### src/rtl/spi_cfg_sequencer.sv
// spi_cfg_sequencer: round-robin arbitration between two register-write requesters and
// serialization of each write into one 16-bit SPI mode-0 frame {1, addr[6:0], data[7:0]}.
// Every SPI output comes straight from a flop so the peripheral's synchronizers see clean edges.
module spi_cfg_sequencer #(
  parameter int unsigned CLK_DIV = 4,  // clk cycles per SCLK half-period, 4..255
  parameter int unsigned CS_GAP  = 8   // clk cycles ncs stays high between frames, 2..255
) (
  input  logic       clk,
  input  logic       rst_n,
  input  logic       req0_valid,
  output logic       req0_ready,
  input  logic [6:0] req0_addr,
  input  logic [7:0] req0_data,
  input  logic       req1_valid,
  output logic       req1_ready,
  input  logic [6:0] req1_addr,
  input  logic [7:0] req1_data,
  output logic       sclk,
  output logic       copi,
  output logic       ncs,
  output logic       busy,
  output logic       done,
  output logic       done_id
);

  typedef enum logic [2:0] {StIdle, StLow, StHigh, StHold, StGap} state_e;

  localparam logic [7:0] DivLast = 8'(CLK_DIV - 1);
  localparam logic [7:0] GapLast = 8'(CS_GAP - 1);

  state_e      state_q, state_d;
  logic [7:0]  cnt_q, cnt_d;
  logic [3:0]  bit_q, bit_d;
  logic [14:0] shift_q, shift_d;  // bits still to send after the one on copi
  logic        sclk_q, sclk_d;
  logic        copi_q, copi_d;
  logic        ncs_q, ncs_d;
  logic        busy_q, busy_d;
  logic        done_q, done_d;
  logic        done_id_q, done_id_d;
  logic        id_q, id_d;
  logic        last_grant_q, last_grant_d;

  logic        grant;
  logic        accept;
  logic        div_last;
  logic        gap_last;
  logic [14:0] frame_low;

  // Grant: a lone requester wins; on contention the one not served last time wins.
  always_comb begin
    grant = 1'b0;
    if (req0_valid && req1_valid) begin
      grant = ~last_grant_q;
    end else if (req1_valid) begin
      grant = 1'b1;
    end
  end

  assign req0_ready = (state_q == StIdle) && req0_valid && !grant;
  assign req1_ready = (state_q == StIdle) && req1_valid && grant;
  assign accept     = req0_ready | req1_ready;
  assign div_last   = (cnt_q == DivLast);
  assign gap_last   = (cnt_q == GapLast);
  // Bit 15 is the constant write marker, so only the low 15 bits need storing.
  assign frame_low  = grant ? {req1_addr, req1_data} : {req0_addr, req0_data};

  // State and datapath registers, all cleared asynchronously.
  always_ff @(posedge clk or negedge rst_n) begin
    if (!rst_n) begin
      state_q      <= StIdle;
      cnt_q        <= 8'd0;
      bit_q        <= 4'd0;
      shift_q      <= 15'd0;
      sclk_q       <= 1'b0;
      copi_q       <= 1'b0;
      ncs_q        <= 1'b1;
      busy_q       <= 1'b0;
      done_q       <= 1'b0;
      done_id_q    <= 1'b0;
      id_q         <= 1'b0;
      last_grant_q <= 1'b1;
    end else begin
      state_q      <= state_d;
      cnt_q        <= cnt_d;
      bit_q        <= bit_d;
      shift_q      <= shift_d;
      sclk_q       <= sclk_d;
      copi_q       <= copi_d;
      ncs_q        <= ncs_d;
      busy_q       <= busy_d;
      done_q       <= done_d;
      done_id_q    <= done_id_d;
      id_q         <= id_d;
      last_grant_q <= last_grant_d;
    end
  end

  // Next-state: phase sequencing driven by the shared divider/gap counter.
  always_comb begin
    state_d = state_q;
    unique case (state_q)
      StIdle:  if (accept) state_d = StLow;
      StLow:   if (div_last) state_d = StHigh;
      StHigh:  if (div_last) state_d = (bit_q == 4'd0) ? StHold : StLow;
      StHold:  if (div_last) state_d = StGap;
      StGap:   if (gap_last) state_d = StIdle;
      default: state_d = StIdle;
    endcase
  end

  // Datapath next values: copi only moves at accept or together with sclk falling.
  always_comb begin
    cnt_d        = 8'd0;
    bit_d        = bit_q;
    shift_d      = shift_q;
    sclk_d       = sclk_q;
    copi_d       = copi_q;
    ncs_d        = ncs_q;
    busy_d       = busy_q;
    done_d       = 1'b0;
    done_id_d    = done_id_q;
    id_d         = id_q;
    last_grant_d = last_grant_q;
    unique case (state_q)
      StIdle: begin
        if (accept) begin
          shift_d      = frame_low;
          copi_d       = 1'b1;
          ncs_d        = 1'b0;
          busy_d       = 1'b1;
          bit_d        = 4'd15;
          id_d         = grant;
          last_grant_d = grant;
        end
      end
      StLow: begin
        cnt_d = div_last ? 8'd0 : cnt_q + 8'd1;
        if (div_last) sclk_d = 1'b1;
      end
      StHigh: begin
        cnt_d = div_last ? 8'd0 : cnt_q + 8'd1;
        if (div_last) begin
          sclk_d = 1'b0;
          // Terminal count stops here; the counter never wraps into a 17th bit.
          if (bit_q != 4'd0) begin
            copi_d  = shift_q[14];
            shift_d = {shift_q[13:0], 1'b0};
            bit_d   = bit_q - 4'd1;
          end
        end
      end
      StHold: begin
        cnt_d = div_last ? 8'd0 : cnt_q + 8'd1;
        if (div_last) begin
          ncs_d     = 1'b1;
          copi_d    = 1'b0;
          done_d    = 1'b1;
          done_id_d = id_q;
        end
      end
      StGap: begin
        cnt_d = gap_last ? 8'd0 : cnt_q + 8'd1;
        if (gap_last) busy_d = 1'b0;
      end
      default: ;
    endcase
  end

  assign sclk    = sclk_q;
  assign copi    = copi_q;
  assign ncs     = ncs_q;
  assign busy    = busy_q;
  assign done    = done_q;
  assign done_id = done_id_q;

endmodule

### config.mk
export PLATFORM = sky130hd
export DESIGN_NAME = spi_cfg_sequencer
export DESIGN_NICKNAME = d
export VERILOG_FILES = /design/src/rtl/spi_cfg_sequencer.sv
export SDC_FILE = /design/constraint.sdc
export NUM_CORES = 1
export LEC_CHECK = 0
export BUFFER_PORTS_ARGS = -buffer_cell sky130_fd_sc_hd__buf_2
export CAP_MARGIN = 25
export CORE_ASPECT_RATIO = 1.2
export CORE_MARGIN = 1.5
export CORE_UTILIZATION = 40
export DETAILED_ROUTE_END_ITERATION = 6
export GPL_ROUTABILITY_DRIVEN = 0
export HOLD_SLACK_MARGIN = 0.15
export PLACE_DENSITY_LB_ADDON = 0.2
export SLEW_MARGIN = 20
export SYNTH_ARGS = -nofsm -noshare
export SYNTH_HDL_FRONTEND = slang
export SYNTH_SLANG_ARGS = --single-unit
### constraint.sdc
create_clock -name clk -period 3 [get_ports clk]
set_input_delay 0.3 -clock clk [delete_from_list [all_inputs] [get_ports clk]]
set_output_delay 0.3 -clock clk [all_outputs]
set_load 0.1 [all_outputs]
==> results.sh, run 1 <==
export IMPL_wirelength_mm=3.74
export IMPL_seqPwrFrac_pct=47.1
export IMPL_synth_cells=206
export IMPL_maxSlewViolCount=0
export IMPL_num_io_pins=42
export IMPL_syn_nets=242
export IMPL_power_leakage_nw=1.26
export IMPL_clkTransAtPathRegs_ns=0.08
export IMPL_drc=0
export IMPL_tns_ns=0
export IMPL_netlist_area_leader_share_pct=43.2
export IMPL_hold_viol=0
export IMPL_core_region_area_sq_um=4970
export IMPL_cap_violations=0
export IMPL_worst_slack_ns=0.413
export IMPL_antenna_found_initial=0
export IMPL_routed_via_density=5.03
export IMPL_grt_usage_pct=14.3
export IMPL_seq_area_frac_synth_pct=45.7
export IMPL_grt_max_degree=39
export IMPL_finClkSkew_ns=0.00915
export IMPL_cp_required_ns=3.17
export IMPL_p_per_area_nw_per_um2=441
export IMPL_yosys_warnings=0
export IMPL_cts_repair_resized=0
export IMPL_drive_above_1_share_pct=31.2
export IMPL_first_pass_iters=4
export IMPL_drt_wirelength_per_cell_um=12.2
export IMPL_dp_slack_ns=0.407
export IMPL_clockRootBuffer="clkbuf_8"
export IMPL_dp_final_hpwl_mm=2.66
export IMPL_fp_dieW_um=68.9
export IMPL_cts_tree="yes"
export IMPL_outcome="finished clean"
export IMPL_p_sw_uw=212
export IMPL_synthDistinctLibCells=44
export IMPL_synth_common_cells="36 x dfrtp_1, 25 x nand2_1, 17 x mux2i_1, 17 x o21ai_0, 16 x nor2_1"
export IMPL_finalSetupViolations=0
export IMPL_grt_pass1_wl_mm=5.97
export IMPL_crit_arrival_ns=2.76
export IMPL_pwr_share_comb_pct=5.4
export IMPL_areaGrowthSynthToFinish_pct=18.1
export IMPL_fmax_mhz=387
export IMPL_cts_made_buffers=5
export IMPL_clockBufferDepth=2
export IMPL_dieArea_sq_um=5660
export IMPL_clock_sinks=38
export IMPL_ys_seq_elements=38
export IMPL_syn_area_sq_um=2090
export IMPL_final_nets=282
export IMPL_clk_latency_ns=0.29
export IMPL_endpoint_kind="flip-flop"
export IMPL_grt_overflow=0
export IMPL_relSlewSlack_pct=41.5
export IMPL_synth_edf_count=0
export IMPL_intPower_uw=875
export IMPL_cp_max_fo=19
export IMPL_antenna_left=0
export IMPL_peakVddDrop_v=0.000202
export IMPL_avgSynthCellArea_sq_um=10.1
export IMPL_crit_type="flip-flop to flip-flop"
export IMPL_h_tree_depth=2
export IMPL_drt_iter0_drc=66
export IMPL_yosys_cell_count_top_type="dfrtp_1"
export IMPL_period_needed_ns=2.59
export IMPL_vias=1544
export IMPL_swShare_pct=19.5
export IMPL_hold_worst_slack_ns=0.211
export IMPL_dp_cells=298
export IMPL_period_share_pct=86.2
export IMPL_ys_flop_type="dfrtp_1"
export IMPL_fin_cells=307
export IMPL_rsz0062_at_grt="false"
export IMPL_start_util_pct=42.0
export IMPL_fin_util_pct=49.5
export IMPL_worstMarginPinSlew_ns=0.877
export IMPL_synthTopCellsByArea="dfrtp_1 43%, mux2i_1 8.2%, mux2_2 5.4%"
export IMPL_diodes=0
export IMPL_die_h_um=82.1
export IMPL_yosysTopAreaCell="dfrtp_1"
export IMPL_hp_class="input port to flip-flop"
export IMPL_row_count=28
export IMPL_first_global_vias=1422
export IMPL_port_buffers=41
export IMPL_start_kind="flip-flop"
export IMPL_power_frac_clock_pct=47.5
export IMPL_synthArstFlopShare_pct=100
cell families (layout without fill, tap and decap cells):
family	Yosys count	after routing	synth area share [%]
AO/OA/AOI/OAI	41	41	11.9
XOR/XNOR	7	7	2.94
adder cells (fa/ha/maj)	2	2	1.20
buffers and inverters	20	61	5.16
flip-flops	38	38	45.7
multiplexers	34	34	18.6
AND/OR/NAND/NOR	64	64	14.5
placed cells by master (no fill, tap or decap), drive strengths merged, types with 2 or more instances in the layout:
cell    count
mux2       17
a21oi       8
dfstp       2
o21ai      18
bufinv      2
inv         9
a31oi       2
mux2i      17
or3         2
nand3       5
nor3        6
xnor2       3
or2         2
dfrtp      36
o31ai       2
xor2        4
clkbuf      5
nor2       16
nand2      25
and3        2
buf        43
ha          2
worst max-delay path, cell delays in order (launching register included):
cell and delay, ns:
dfrtp_1 0.37, ha_1 0.28, or4b_4 0.50, or2_4 0.27
a211o_1 0.64, mux2_4 0.42
power groups by stage:
stage / Combinational [mW] / Clock (mW) / Sequential, mW
finish: 0.0586 / 0.517 / 0.512
global route: 0.0676 / 0.560 / 0.512
CTS: 0.0611 / 0.532 / 0.512
detailed placement: 0.0602 / 0 / 0.522
global placement: 0.0597 / 0 / 0.522
floorplan: 0.0238 / 0 / 0.522
area by class of cell:
class | instances | area, sq um
clock inverters | 3 | 68.8
clock buffers | 5 | 68.8
well taps | 60 | 75.1
inverters | 9 | 33.8
flip-flops and latches | 38 | 953
repair buffers | 44 | 230
fillers | 444 | 2510
multi-input cells | 148 | 1030
metrics by stage:
stage / instance area (sq um) / power, mW
3_3_place_gp: 2320 / 0.582
6_report: 2460 / 1.09
5_1_grt: 2460 / 1.14
4_1_cts: 2460 / 1.10
2_1_floorplan: 2090 / 0.546
3_5_place_dp: 2320 / 0.582
metal layers:
layer  part of all wire (%)  vias up  GRT usage [%]
met5                      0        -              0
met4                   0.96        0           5.29
met3                    3.7        4           4.47
met2                     50       35           24.6
met1                     46      706           16.4
li1                       -      799              -
what timing repair did:
item	4_1_cts	5_1_grt
hold buffers	1	0
setup buffers	0	0
hold endpoints to repair	19	0
registers in the layout, indices dropped and copies added (netlist names):
| name | count |
|---|---|
| last_grant_q | 1 |
| shift_q | 15 |
| bit_q | 4 |
| busy | 1 |
| state_q | 3 |
| ncs | 1 |
| done_id | 1 |
| done | 1 |
| id_q | 1 |
| copi | 1 |
| sclk | 1 |
| cnt_q | 8 |
final timing paths:
check | startpoint | to | slack (ns) | depth (start not counted)
setup / recovery | cnt_q[0]$_DFF_PN0_ | shift_q[3]$_DFFE_PN0P_ | 0.41 | 5
hold / removal | req0_valid | last_grant_q$_DFFE_PN1P_ | 0.21 | 2
setup reg to reg | cnt_q[0]$_DFF_PN0_ | shift_q[3]$_DFFE_PN0P_ | 0.41 | 5
hold reg to reg | cnt_q[0]$_DFF_PN0_ | cnt_q[0]$_DFF_PN0_ | 0.46 | 1
max in group asynchronous | rst_n | shift_q[4]$_DFFE_PN0P_ | 1.82 | 2
min in group asynchronous | rst_n | cnt_q[7]$_DFF_PN0_ | 0.65 | 2
No activity file was read; power rests on OpenSTA's default activity.
==> run 2: changes to the inputs <==
--- a/config.mk
+++ b/config.mk
@@ -5,6 +5,7 @@
 export SDC_FILE = /design/constraint.sdc
 export NUM_CORES = 1
 export LEC_CHECK = 0
+export ABC_AREA = 1
 export BUFFER_PORTS_ARGS = -buffer_cell sky130_fd_sc_hd__buf_2
 export CAP_MARGIN = 25
 export CORE_ASPECT_RATIO = 1.2
==> run 2 against run 1 <==
  * First-iteration DRC count is 36% higher
  * Global-route usage grew 3.2 points
  * Die area rose by 12%
  * Clock skew about the same
  * Power rose to 2.6 times the previous value
  * Non-clock buffer count rose by 2
  * Via count rose by 37%
  * Routed wire length rose by 31%
  * Core utilization down 1.5 points
  * Clock-buffer cell count is 2 higher
  * Largest power group is now combinational logic
==> results.sh, run 2 <==
export IMPL_crit_type="flip-flop to output pin"
export IMPL_rrSetupSlack_ns=1.15
export IMPL_clockBufferDepth=2
export IMPL_top_regs="shift_q (15), cnt_q (8), bit_q (4)"
export IMPL_worstHoldPathCells=5
export IMPL_cp_required_ns=2.70
export IMPL_total_power_mw=2.80
export IMPL_endpoint_kind="output pin"
export IMPL_peakVddDrop_v=0.000756
export IMPL_antenna_left=0
export IMPL_clk_latency_ns=0.29
export IMPL_final_nets=409
export IMPL_outcome="finished clean"
export IMPL_hold_end="shift_q[0]$_DFFE_PN0P_"
export IMPL_vias=2122
export IMPL_dieArea_sq_um=6350
export IMPL_yosys_cell_count_top_type="nand2_1"
export IMPL_start_util_pct=41.5
export IMPL_clkTransAtPathRegs_ns=0.07
export IMPL_dp_slack_ns=1.15
export IMPL_reg2reg_depth=7
export IMPL_synthTopCellsByArea="dfrtp_1 38%, nand2_1 20%, nand3_1 7.7%"
export IMPL_fp_dieW_um=73.0
export IMPL_dpl_instance_area_sq_um=2620
export IMPL_start_kind="flip-flop"
export IMPL_p_sw_mw=1.43
export IMPL_multi_input_area_sq_um=1190
export IMPL_synth_cells=331
export IMPL_syn_nets=367
export IMPL_maxSlewViolCount=0
export IMPL_power_leakage_nw=1.51
export IMPL_intPower_mw=1.37
export IMPL_finalSetupViolations=0
export IMPL_grt_pass1_wl_mm=8.69
export IMPL_crit_arrival_ns=1.74
export IMPL_ys_seq_elements=38
export IMPL_hp_class="input port to flip-flop"
export IMPL_cts_tree="yes"
export IMPL_clock_sinks=38
export IMPL_num_io_pins=42
export IMPL_mostFrequentLayoutCells="124 x nand2_1, 41 x buf_2, 36 x nand3_1, 36 x dfrtp_1, 34 x inv_1"
export IMPL_antenna_found_initial=0
export IMPL_syn_area_sq_um=2350
export IMPL_r2r_start="cnt_q[0]$_DFF_PN0_"
export IMPL_die_h_um=87.0
export IMPL_first_global_vias=2026
export IMPL_fill_cells=580
export IMPL_row_count=30
export IMPL_register_area_sq_um=953
export IMPL_routed_via_density=4.67
export IMPL_avgSynthCellArea_sq_um=7.11
export IMPL_rsz0062_at_grt="false"
export IMPL_drc=0
export IMPL_seq_area_frac_synth_pct=40.5
export IMPL_synth_edf_count=0
export IMPL_post_cts_buffers=0
export IMPL_tns_ns=0
export IMPL_hp_start="req0_data[0]"
export IMPL_finClkSkew_ns=0.00924
export IMPL_drt_wirelength_per_cell_um=10.8
export IMPL_final_common_cell="nand2_1"
export IMPL_cap_violations=0
export IMPL_yosysTopAreaCell="dfrtp_1"
export IMPL_drt_iter0_drc=90
export IMPL_relSlewSlack_pct=44.7
export IMPL_pwr_share_comb_pct=55.6
export IMPL_worstMarginPinSlew_ns=0.830
export IMPL_wirelength_mm=4.91
export IMPL_grt_max_degree=39
export IMPL_period_needed_ns=2.04
export IMPL_grt_usage_pct=17.5
export IMPL_synthDistinctLibCells=28
export IMPL_swShare_pct=51.0
export IMPL_fin_cells=454
export IMPL_largest_reg_flops=15
export IMPL_areaGrowthSynthToFinish_pct=15.7
export IMPL_period_share_pct=67.9
export IMPL_fmax_mhz=491
export IMPL_synth_common_cells="124 x nand2_1, 36 x dfrtp_1, 36 x nand3_1"
export IMPL_cts_repair_resized=0
export IMPL_p_per_area_nw_per_um2=1030
export IMPL_h_tree_depth=2
export IMPL_worst_slack_ns=0.964
export IMPL_yosys_warnings=0
export IMPL_worstSetupStartpoint="state_q[1]$_DFFE_PN0P_"
export IMPL_diodes=0
export IMPL_power_frac_clock_pct=12.8
export IMPL_dp_final_hpwl_mm=3.60
export IMPL_port_buffers=41
export IMPL_worstReg2RegEnd="shift_q[1]$_DFFE_PN0P_"
export IMPL_hold_buffers=1
export IMPL_drive_above_1_share_pct=20.9
export IMPL_seqPwrFrac_pct=31.5
export IMPL_ys_flop_type="dfrtp_1"
export IMPL_first_pass_iters=4
export IMPL_grt_overflow=0
export IMPL_core_region_area_sq_um=5670
export IMPL_hold_viol=0
export IMPL_dp_cells=445
export IMPL_fin_area_sq_um=2720
export IMPL_cts_made_buffers=5
export IMPL_synthArstFlopShare_pct=100
export IMPL_cp_max_fo=7
export IMPL_regMostFlops="shift_q"
export IMPL_netlist_area_leader_share_pct=38.3
export IMPL_clockRootBuffer="clkbuf_8"
run 2: changes by cell type in the layout (fill, tap and decap cells not counted), sizes merged, moves of 4 or more:
cell,before,now
nand3,5,48
inv,9,37
mux2,17,0
mux2i,17,0
o21ai,18,7
nor3,6,2
nor2,16,36
a21oi,8,2
nand3b,0,14
nand2,25,127
run 2: worst max path at each step:
stage,endpoint,slack [ns]
6_report,req0_ready,0.96
5_1_grt,req0_ready,0.86
4_1_cts,req0_ready,0.96
3_5_place_dp,shift_q[2]$_DFFE_PN0P_,1.15
3_3_place_gp,shift_q[0]$_DFFE_PN0P_,1.19
2_1_floorplan,req0_ready,0.33
run 2: critical path, stage by stage, from the launching register on:
cell and delay [ns]:
dfrtp_1 0.47, nor2_1 0.25, nand3_1 0.15, a21oi_1 0.13, buf_2 0.44
run 2: area by class of cell:
type | count | share of cell area (%)
Inverter | 37 | 5.10
Multi-Input combinational cell | 245 | 43.8
Tap cell | 80 | 3.68
Sequential cell | 38 | 35.0
Timing Repair Buffer | 46 | 9.01
Clock buffer | 7 | 3.17
Clock inverter | 1 | 0.184
run 2: per-stage QoR:
step,util [%],hold WS [ns]
2_1_floorplan,-,0.00441
3_3_place_gp,46.2,0.444
3_5_place_dp,46.2,0.453
4_1_cts,48.0,0.375
5_1_grt,48.0,0.439
6_report,48.0,0.379
run 2: cell families (layout without fill, tap and decap cells):
kind of cell    Yosys count  in the layout  share of synthesized area [%]
fa+ha+maj                 2              2                           1.06
compound gates           10             10                           2.34
flops                    38             38                           40.5
xor+xnor                  4              4                           1.49
buf+inv                  48             91                           8.77
simple gates            229            229                           45.8
run 2: power groups by stage:
stage	combinational, mW	sequential, mW	clock (mW)
final	1.56	0.885	0.360
after global routing	1.80	0.913	0.388
after CTS	1.59	0.885	0.371
after detailed placement	1.58	0.893	0
after global placement	1.56	0.891	0
after floorplan	1.11	1.07	0
run 2: routing by layer:
layer  share of wire (%)  up-vias  wire length, um  global-route usage [%]
met5                   0        -                0                       0
met3                 3.0        6              145                    3.59
met2                  49       27             2430                    31.2
met1                  46      972             2270                    20.5
li1                    -     1117                -                       -
met4                 1.5        0               74                    6.17
